$ cat config.mk
export PLATFORM = sky130hd
export DESIGN_NAME = uart_tx_arb
export DESIGN_NICKNAME = d
export VERILOG_FILES = /design/src/rtl/uart_pkg.sv /design/src/rtl/rr_arbiter.sv /design/src/rtl/uart_tx_arb.sv
export SDC_FILE = /design/constraint.sdc
export NUM_CORES = 1
export LEC_CHECK = 0
export BUFFER_PORTS_ARGS = -buffer_cell sky130_fd_sc_hd__buf_2
export CAP_MARGIN = 20
export CELL_PAD_IN_SITES_DETAIL_PLACEMENT = 1
export CELL_PAD_IN_SITES_GLOBAL_PLACEMENT = 1
export CORE_MARGIN = 1
export CORE_UTILIZATION = 33
export DETAILED_ROUTE_END_ITERATION = 12
export PLACE_DENSITY = 0.86
export SLEW_MARGIN = 15
export SYNTH_ARGS = -nofsm -noshare
export SYNTH_HDL_FRONTEND = slang
export SYNTH_HIERARCHICAL = 1
export SYNTH_SLANG_ARGS = --single-unit
$ cat constraint.sdc
create_clock -name clk -period 3.7 [get_ports clk]
set_clock_uncertainty 0.1 [all_clocks]
set_input_delay 0.185 -clock clk [delete_from_list [all_inputs] [get_ports clk]]
set_output_delay 0.185 -clock clk [all_outputs]
set_load 0.01 [all_outputs]
$ cat src/rtl/uart_pkg.sv
// uart_pkg: shared FSM state type and byte width for uart_tx_arb
package uart_pkg;
  localparam int BYTE_W = 8;
  typedef enum logic [2:0] {S_IDLE, S_START, S_WAIT_BUSY, S_XMIT, S_GAP} state_t;
endpackage

$ cat src/rtl/rr_arbiter.sv
// rr_arbiter: round-robin search starting one past last, one-hot grant plus index
module rr_arbiter #(
  parameter int N = 4,
  localparam int IW = $clog2(N)
) (
  input  logic [N-1:0]  req,
  input  logic [IW-1:0] last,
  output logic [N-1:0]  grant,
  output logic [IW-1:0] idx,
  output logic          any
);
  always_comb begin
    logic [IW-1:0] j;
    j = '0;
    grant = '0;
    idx = '0;
    any = |req;
    for (int k = N; k >= 1; k--) begin
      j = IW'((int'(last) + k) % N);
      if (req[j]) begin
        grant = '0;
        grant[j] = 1'b1;
        idx = j;
      end
    end
  end
endmodule

$ cat src/rtl/uart_tx_arb.sv
// uart_tx_arb: round-robin byte arbiter feeding one UART transmitter; UART_ARB_LOCK_EN enables packet locking
module uart_tx_arb
  import uart_pkg::*;
#(
  parameter int NUM_REQ = 4,
  parameter int GAP_TICKS = 1,
  localparam int IW = $clog2(NUM_REQ)
) (
  input  logic                      clk,
  input  logic                      rst,
  input  logic                      en,
  input  logic [NUM_REQ-1:0]        req_valid,
  input  logic [BYTE_W*NUM_REQ-1:0] req_data,
  input  logic [NUM_REQ-1:0]        req_last,
  output logic [NUM_REQ-1:0]        req_ready,
  output logic [BYTE_W-1:0]         tx_data,
  output logic                      tx_start,
  input  logic                      tx_busy,
  input  logic                      boud_tick,
  output logic [IW-1:0]             grant_id,
  output logic                      busy
);
  state_t r_state, w_next;
  logic [7:0] r_gap, w_gap;
  logic [IW-1:0] r_last, w_idx;
  logic [NUM_REQ-1:0] w_req, w_grant;
  logic w_any, w_accept;
`ifdef UART_ARB_LOCK_EN
  logic r_locked;
  logic [IW-1:0] r_lock_id;
  assign w_req = r_locked ? req_valid & (NUM_REQ'(1) << r_lock_id) : req_valid;
  always_ff @(posedge clk) begin
    if (rst) begin
      r_locked <= 1'b0;
      r_lock_id <= '0;
    end else if (w_accept) begin
      r_locked <= !req_last[w_idx];
      r_lock_id <= w_idx;
    end
  end
`else
  logic w_unused_last;
  assign w_unused_last = ^req_last;
  assign w_req = req_valid;
`endif
  rr_arbiter #(.N(NUM_REQ)) u_rr (
    .req(w_req),
    .last(r_last),
    .grant(w_grant),
    .idx(w_idx),
    .any(w_any)
  );
  assign w_accept = (r_state == S_IDLE) && en && w_any && !rst;
  assign req_ready = w_accept ? w_grant : '0;
  assign tx_start = r_state == S_START;
  assign busy = r_state != S_IDLE;
  always_comb begin
    w_next = r_state;
    w_gap = r_gap;
    case (r_state)
      S_IDLE:      w_next = w_accept ? S_START : S_IDLE;
      S_START:     w_next = S_WAIT_BUSY;
      S_WAIT_BUSY: w_next = tx_busy ? S_XMIT : S_WAIT_BUSY;
      S_XMIT: if (!tx_busy) begin
        w_next = (GAP_TICKS == 0) ? S_IDLE : S_GAP;
        w_gap = 8'(GAP_TICKS);
      end
      S_GAP: if (r_gap == 8'd0) w_next = S_IDLE;
      else if (boud_tick) begin
        w_gap = r_gap - 8'd1;
        w_next = (r_gap == 8'd1) ? S_IDLE : S_GAP;
      end
      default:     w_next = S_IDLE;
    endcase
  end
  always_ff @(posedge clk) begin
    if (rst) r_state <= S_IDLE;
    else r_state <= w_next;
  end
  always_ff @(posedge clk) begin
    if (rst) begin
      r_gap <= '0;
      tx_data <= '0;
      grant_id <= '0;
      r_last <= IW'(NUM_REQ - 1);
    end else begin
      r_gap <= w_gap;
      if (w_accept) begin
        tx_data <= req_data[w_idx*BYTE_W +: BYTE_W];
        grant_id <= w_idx;
        r_last <= w_idx;
      end
    end
  end
endmodule

==> results of run 1 <==
[worst paths after layout]
path	cells past startpoint	slack, ns	startpoint	endpoint
max	10	0.59	r_last[0]	tx_data[6]
min	3	0.08	tx_busy	r_state[1]
max reg2reg	10	0.59	r_last[0]	tx_data[6]
min reg2reg	2	0.36	grant_id[0]	grant_id[0]
[sequential cells by signal (all words and copies together), names as in the netlist]
name,flops
r_gap,8
r_last,2
tx_data,8
grant_id,2
r_state,3
[cells in the final DEF, fill, tap and decap left out, drive strengths merged, types with 4 or more instances in the layout]
master   n
a21oi   16
a41oi    4
and2     4
buf     61
clkbuf   4
dfxtp   23
ha       9
inv      6
mux2i    5
mux4     9
nand2   25
nand2b  10
nand3    8
nand4b   4
nor2    10
o21ai   14
o31ai    4
or3      6
or4      4
[critical path, stage by stage (launching register included)]
cell and delay, ns:
dfxtp_1 0.34, inv_1 0.11, ha_1 0.45, mux4_2 0.64, a21oi_1 0.16, o211ai_1 0.10
o21ai_1 0.15, buf_4 0.25, mux4_2 0.53, nand2_1 0.09, o21ai_0 0.07
[per-stage QoR]
stage	setup WS (ns)	instances	instance area, um2	hold slack, ns
5_1_grt	0.428	327	2170	0.124
4_1_cts	0.577	327	2170	0.0864
3_5_place_dp	0.596	323	2130	0.351
3_3_place_gp	0.701	323	2130	0.349
6_report	0.587	327	2170	0.0845
2_1_floorplan	0.255	203	1790	0.233
[kinds of logic (layout without fill, tap and decap cells)]
logic type	after synthesis	count (layout)	share of synthesized area (%)
compound gates	50	50	17.9
fa+ha+maj	9	9	6.31
buf+inv	17	71	4.70
flops	23	23	25.8
mux	17	17	16.3
simple gates	87	87	29.0
[final cells by class]
type | count | area [um2] | share of cell area (%)
Inverter | 6 | 22.5 | 1.04
Clock buffer | 4 | 45.0 | 2.07
Tap cell | 70 | 87.6 | 4.03
Timing Repair Buffer | 61 | 318 | 14.6
Multi-Input combinational cell | 163 | 1240 | 57.1
Sequential cell | 23 | 460 | 21.2
[power by group through the flow]
stage	Clock, uW	Sequential, uW	Combinational (uW)
5_1_grt	171	278	284
3_3_place_gp	0	281	247
6_report	159	276	257
4_1_cts	161	276	258
3_5_place_dp	0	282	256
2_1_floorplan	0	288	167
[layer usage]
metal,GRT usage (%),vias to the layer above,part of all wire (%)
li1,-,862,-
met1,24.4,869,42
met2,33.9,36,52
met3,2.38,12,3.3
met4,6.17,0,2.3
met5,0,-,0
==> impl_metrics.toml, run 1 <==
[run_status]
status = "finished clean"

[clocking]
insertion_delay_ns = 0.26
cts_buffers = 3
ctsResizeCount = 0
tritoncts = "done"
hold_buffers = 0
clkTransAtPathRegs_ns = 0.08
htree_levels = 1
root_buffer = "clkbuf_8"
clock_path_buffers = 2
cts_setup_buffers = 0
clock-sinks = 23

[yosys]
synth_top_area_share_pct = 25.8
yosysWarnings = 6
synth.distinct_cells = 48
synth_commonest_cells = "nand2_1, dfxtp_1, a21oi_1"
synth-main-ff-cell = "dfxtp_1"
synth-edff-count = 0
synth_nets = 257
yosys_register_bits = 23
synth_largest_area_cell = "dfxtp_1"
ys_seq_area_share_pct = 25.8
synthCells = 203
syn_area_um2 = 1790
async_flop_share_pct = 0
yosysMostFrequentCell = "nand2_1"
syn_area_per_cell_um2 = 8.80
ys_top_cells_by_area = "dfxtp_1, mux4_2, ha_1"

[sta]
tightest_slew_ns = 0.496
rsz0062_at_grt = "false"
fmax_mhz = 321
fin_crit_sh_pct = 84.1
setup_violations = 0
tns_ns = 0
period_minus_slack_ns = 3.11
maxSlewViolCount = 0
maxSlewHeadroom_pct = 66.0
finalHoldViolations = 0

[place]
gp_congestion = 0.893
place_hpwl_um = 3860
io_buffers = 56

[floorplan]
die_y_um = 75.6
die_area_um2 = 5710
fp.coreArea_um2 = 5170
io_pins = 61
rows = 26
die_x_um = 75.6
initial_core_util_pct = 34.5

[pwr]
powerDensity_nw_per_um2 = 318
p_int_uw = 466
seq_power_share_pct = 39.9
p_clk_share_pct = 23.0
leakage_uw = 0.000940
p_total_uw = 691
ir_drop_uv = 137
pwr-share-comb_pct = 37.1
p_sw_uw = 225
swShare_pct = 32.6

[global_routing]
grt_max_degree = 23
grt_overflow = 0
grt_pass1_vias = 1817
track_usage_pct = 19.2
antenna_found_initial = 0
grt_first_pass_wirelength_um = 8500

[routing]
ant_nets = 0
vias = 1779
firstDrtPassIters = 4
routedWlPerCell_um = 15.4
dr.first_iter.drc_count = 99
viasPerCell = 5.44
drc = 0
finalWirelength_um = 5050

[worst_setup_path]
critPathMaxFanout = 10
worst_setup_path_start_kind = "flop"
cp.required_ns = 3.75
worstPathArrival_ns = 3.17
endpoint_kind = "flop"
crit_type = "flop to flop"

[layout]
drive_gt1_share_pct = 34.6
syn2layout_area_growth_pct = 21.8
utilization_pct = 42.0
nNetsFinal = 312
n_fill_cell = 648
diodes = 0

[job]
max_cap_violations = 0

[worst_hold_path]
hold_class = "input port to flop"
Note: power is estimated with default switching activity, not from simulation.
==> inputs of run 2 (changes only) <==
--- a/config.mk
+++ b/config.mk
@@ -5,14 +5,15 @@
 export SDC_FILE = /design/constraint.sdc
 export NUM_CORES = 1
 export LEC_CHECK = 0
+export ABC_AREA = 1
 export BUFFER_PORTS_ARGS = -buffer_cell sky130_fd_sc_hd__buf_2
 export CAP_MARGIN = 20
 export CELL_PAD_IN_SITES_DETAIL_PLACEMENT = 1
 export CELL_PAD_IN_SITES_GLOBAL_PLACEMENT = 1
 export CORE_MARGIN = 1
-export CORE_UTILIZATION = 33
+export CORE_UTILIZATION = 34
 export DETAILED_ROUTE_END_ITERATION = 12
-export PLACE_DENSITY = 0.86
+export PLACE_DENSITY = 0.9
 export SLEW_MARGIN = 15
 export SYNTH_ARGS = -nofsm -noshare
 export SYNTH_HDL_FRONTEND = slang
==> constraint.sdc (replaced) <==
create_clock -name clk -period 3.2 [get_ports clk]
set_clock_uncertainty 0.1 [all_clocks]
set_input_delay 0.16 -clock clk [delete_from_list [all_inputs] [get_ports clk]]
set_output_delay 0.16 -clock clk [all_outputs]
set_load 0.01 [all_outputs]
==> impl_metrics.toml, run 2 <==
[routing]
viasPerCell = 4.88
dr.first_iter.drc_count = 36
finalWirelength_um = 5160
firstDrtPassIters = 4
wl_met1_um = 2220
routed.top_layer = "met4"
wl_met3_um = 263
vias = 2097
wl_met2_um = 2630
ant_nets = 0
drc = 0
routedWlPerCell_um = 12.0

[clocking]
htree_levels = 1
hold_buffers = 0
ctsResizeCount = 0
tritoncts = "done"
clkTransAtPathRegs_ns = 0.08
clock-sinks = 23
cts_buffers = 3
clock_path_buffers = 2
root_buffer = "clkbuf_8"
insertion_delay_ns = 0.27
cts_setup_buffers = 0

[sta]
rsz0062_at_grt = "false"
finalHoldViolations = 0
fmax_mhz = 363
maxSlewViolCount = 0
maxSlewHeadroom_pct = 76.4
fin_crit_sh_pct = 86.0
tightest_slew_ns = 0.350
worst_slack_ns = 0.449
tns_ns = 0
period_minus_slack_ns = 2.75
setup_violations = 0

[layout]
layout_common_cells = "nand2_1, buf_2, inv_1, nand3_1, nor2_1"
diodes = 0
final_common_cell = "nand2_1"
reg_top3 = "r_gap: 8 flops, tx_data: 8 flops, r_state: 3 flops"
syn2layout_area_growth_pct = 22.2
nNetsFinal = 415
drive_gt1_share_pct = 25.8

[yosys]
yosysWarnings = 6
yosys_register_bits = 23
ys_seq_area_share_pct = 24.9
ys_top_cells_by_area = "dfxtp_1, nand2_1, nand3_1"
synth-edff-count = 0
syn_area_um2 = 1850
async_flop_share_pct = 0
synth_commonest_cells = "nand2_1, inv_1, nand3_1"
synthCells = 303
synth_top_area_share_pct = 24.9
synth_nets = 357
synth.distinct_cells = 29
yosysMostFrequentCell = "nand2_1"
synth_largest_area_cell = "dfxtp_1"
syn_area_per_cell_um2 = 6.09
synth-main-ff-cell = "dfxtp_1"

[pwr]
leakage_uw = 0.00123
powerDensity_nw_per_um2 = 619
ir_drop_uv = 260

[floorplan]
rows = 26
die_y_um = 75.7
fp.coreArea_um2 = 5170
io_pins = 61
initial_core_util_pct = 35.7
die_x_um = 75.7
die_area_um2 = 5730

[place]
gp_congestion = 0.812
pre_cts_ws_ns = 0.447
place_hpwl_um = 4080
io_buffers = 56

[worst_setup_path]
critPathBufInv = 4
crit_slowest_cell = "dfxtp_1"
critPathMaxFanout = 23
critical_path.top_delay_family = "compound AO/OA/AOI/OAI gates"
endpoint_kind = "flop"
worst_setup_path_start_kind = "flop"
cp.required_ns = 3.27
crit_type = "flop to flop"
crit_chain = "inv_1 -> ha_1 -> inv_1 -> nand3_1 -> nand2_2 -> nand2_1 -> clkinv_1 -> o21ai_0 -> nand2_1 -> buf_4 -> o21ai_0 -> o22ai_1 -> a22o_1"
worstPathArrival_ns = 2.82
critical_path.max_stage_delay_ns = 0.48

[global_routing]
grt_overflow = 0
grt_max_degree = 24
track_usage_pct = 20.0
grt_first_pass_wirelength_um = 8830
antenna_found_initial = 0
grt_pass1_vias = 2036

[job]
max_cap_violations = 0

[run_status]
status = "finished clean"

[worst_hold_path]
hold_class = "input port to flop"
-- run 2: logic make-up after synthesis --
group / count (synthesis) / share of synthesized area, %
AO/OA/AOI/OAI: 41 / 11.9
XOR/XNOR: 3 / 1.42
adder cells (fa/ha/maj): 9 / 6.10
buffers and inverters: 53 / 10.8
flip-flops: 23 / 24.9
AND/OR/NAND/NOR: 174 / 44.9
-- run 2: layer usage --
metal,up-vias,track usage [%]
met1,960,23.2
met3,4,3.97
li1,1076,-
met2,57,37.6
met5,-,0
met4,0,4.94
-- run 2: worst register-to-register path, stage by stage (launching register included) --
cell and delay (ns):
dfxtp_1 0.48, inv_1 0.17, ha_1 0.39, inv_1 0.10
nand3_1 0.10, nand2_2 0.07, nand2_1 0.07, clkinv_1 0.13
o21ai_0 0.18, nand2_1 0.14, buf_4 0.23, o21ai_0 0.20
o22ai_1 0.11, a22o_1 0.18
-- run 2: cell type report --
type                            instances  area, um2
Clock buffer                            3       41.3
Tap cell                               70       87.6
Clock inverter                          1       5.00
Multi-Input combinational cell        227       1190
Timing Repair Buffer                   58        295
Inverter                               48        180
Fill cell                             734       2920
Sequential cell                        23        460
-- run 2: worst paths after layout --
kind / startpoint / endpoint / slack [ns] / depth (start not counted)
hold / removal: req_data[6] / tx_data[6] / 0.12 / 5
hold reg to reg: tx_data[1] / tx_data[1] / 0.35 / 2
setup / recovery: r_last[1] / tx_data[3] / 0.45 / 13
setup reg to reg: r_last[1] / tx_data[3] / 0.45 / 13
-- run 2: report_power, final --
part	total, uW	switching, uW	internal, uW	leakage, uW
Combinational	842	551	291	0.00101
Clock	186	98.5	87.0	0.0000255
Sequential	368	33.7	334	0.000188
Total	1400	683	713	0.00123
-- run 2: stage by stage --
step	instance area [um2]	std cells	utilization (%)	hold slack, ns	total power (uW)
after floorplan	1850	303	-	0.230	991
after global placement	2210	426	42.7	0.332	1180
after detailed placement	2210	426	42.7	0.340	1220
after CTS	2260	430	43.6	0.116	1410
after global routing	2260	430	43.6	0.134	1540
final	2260	430	43.6	0.117	1400
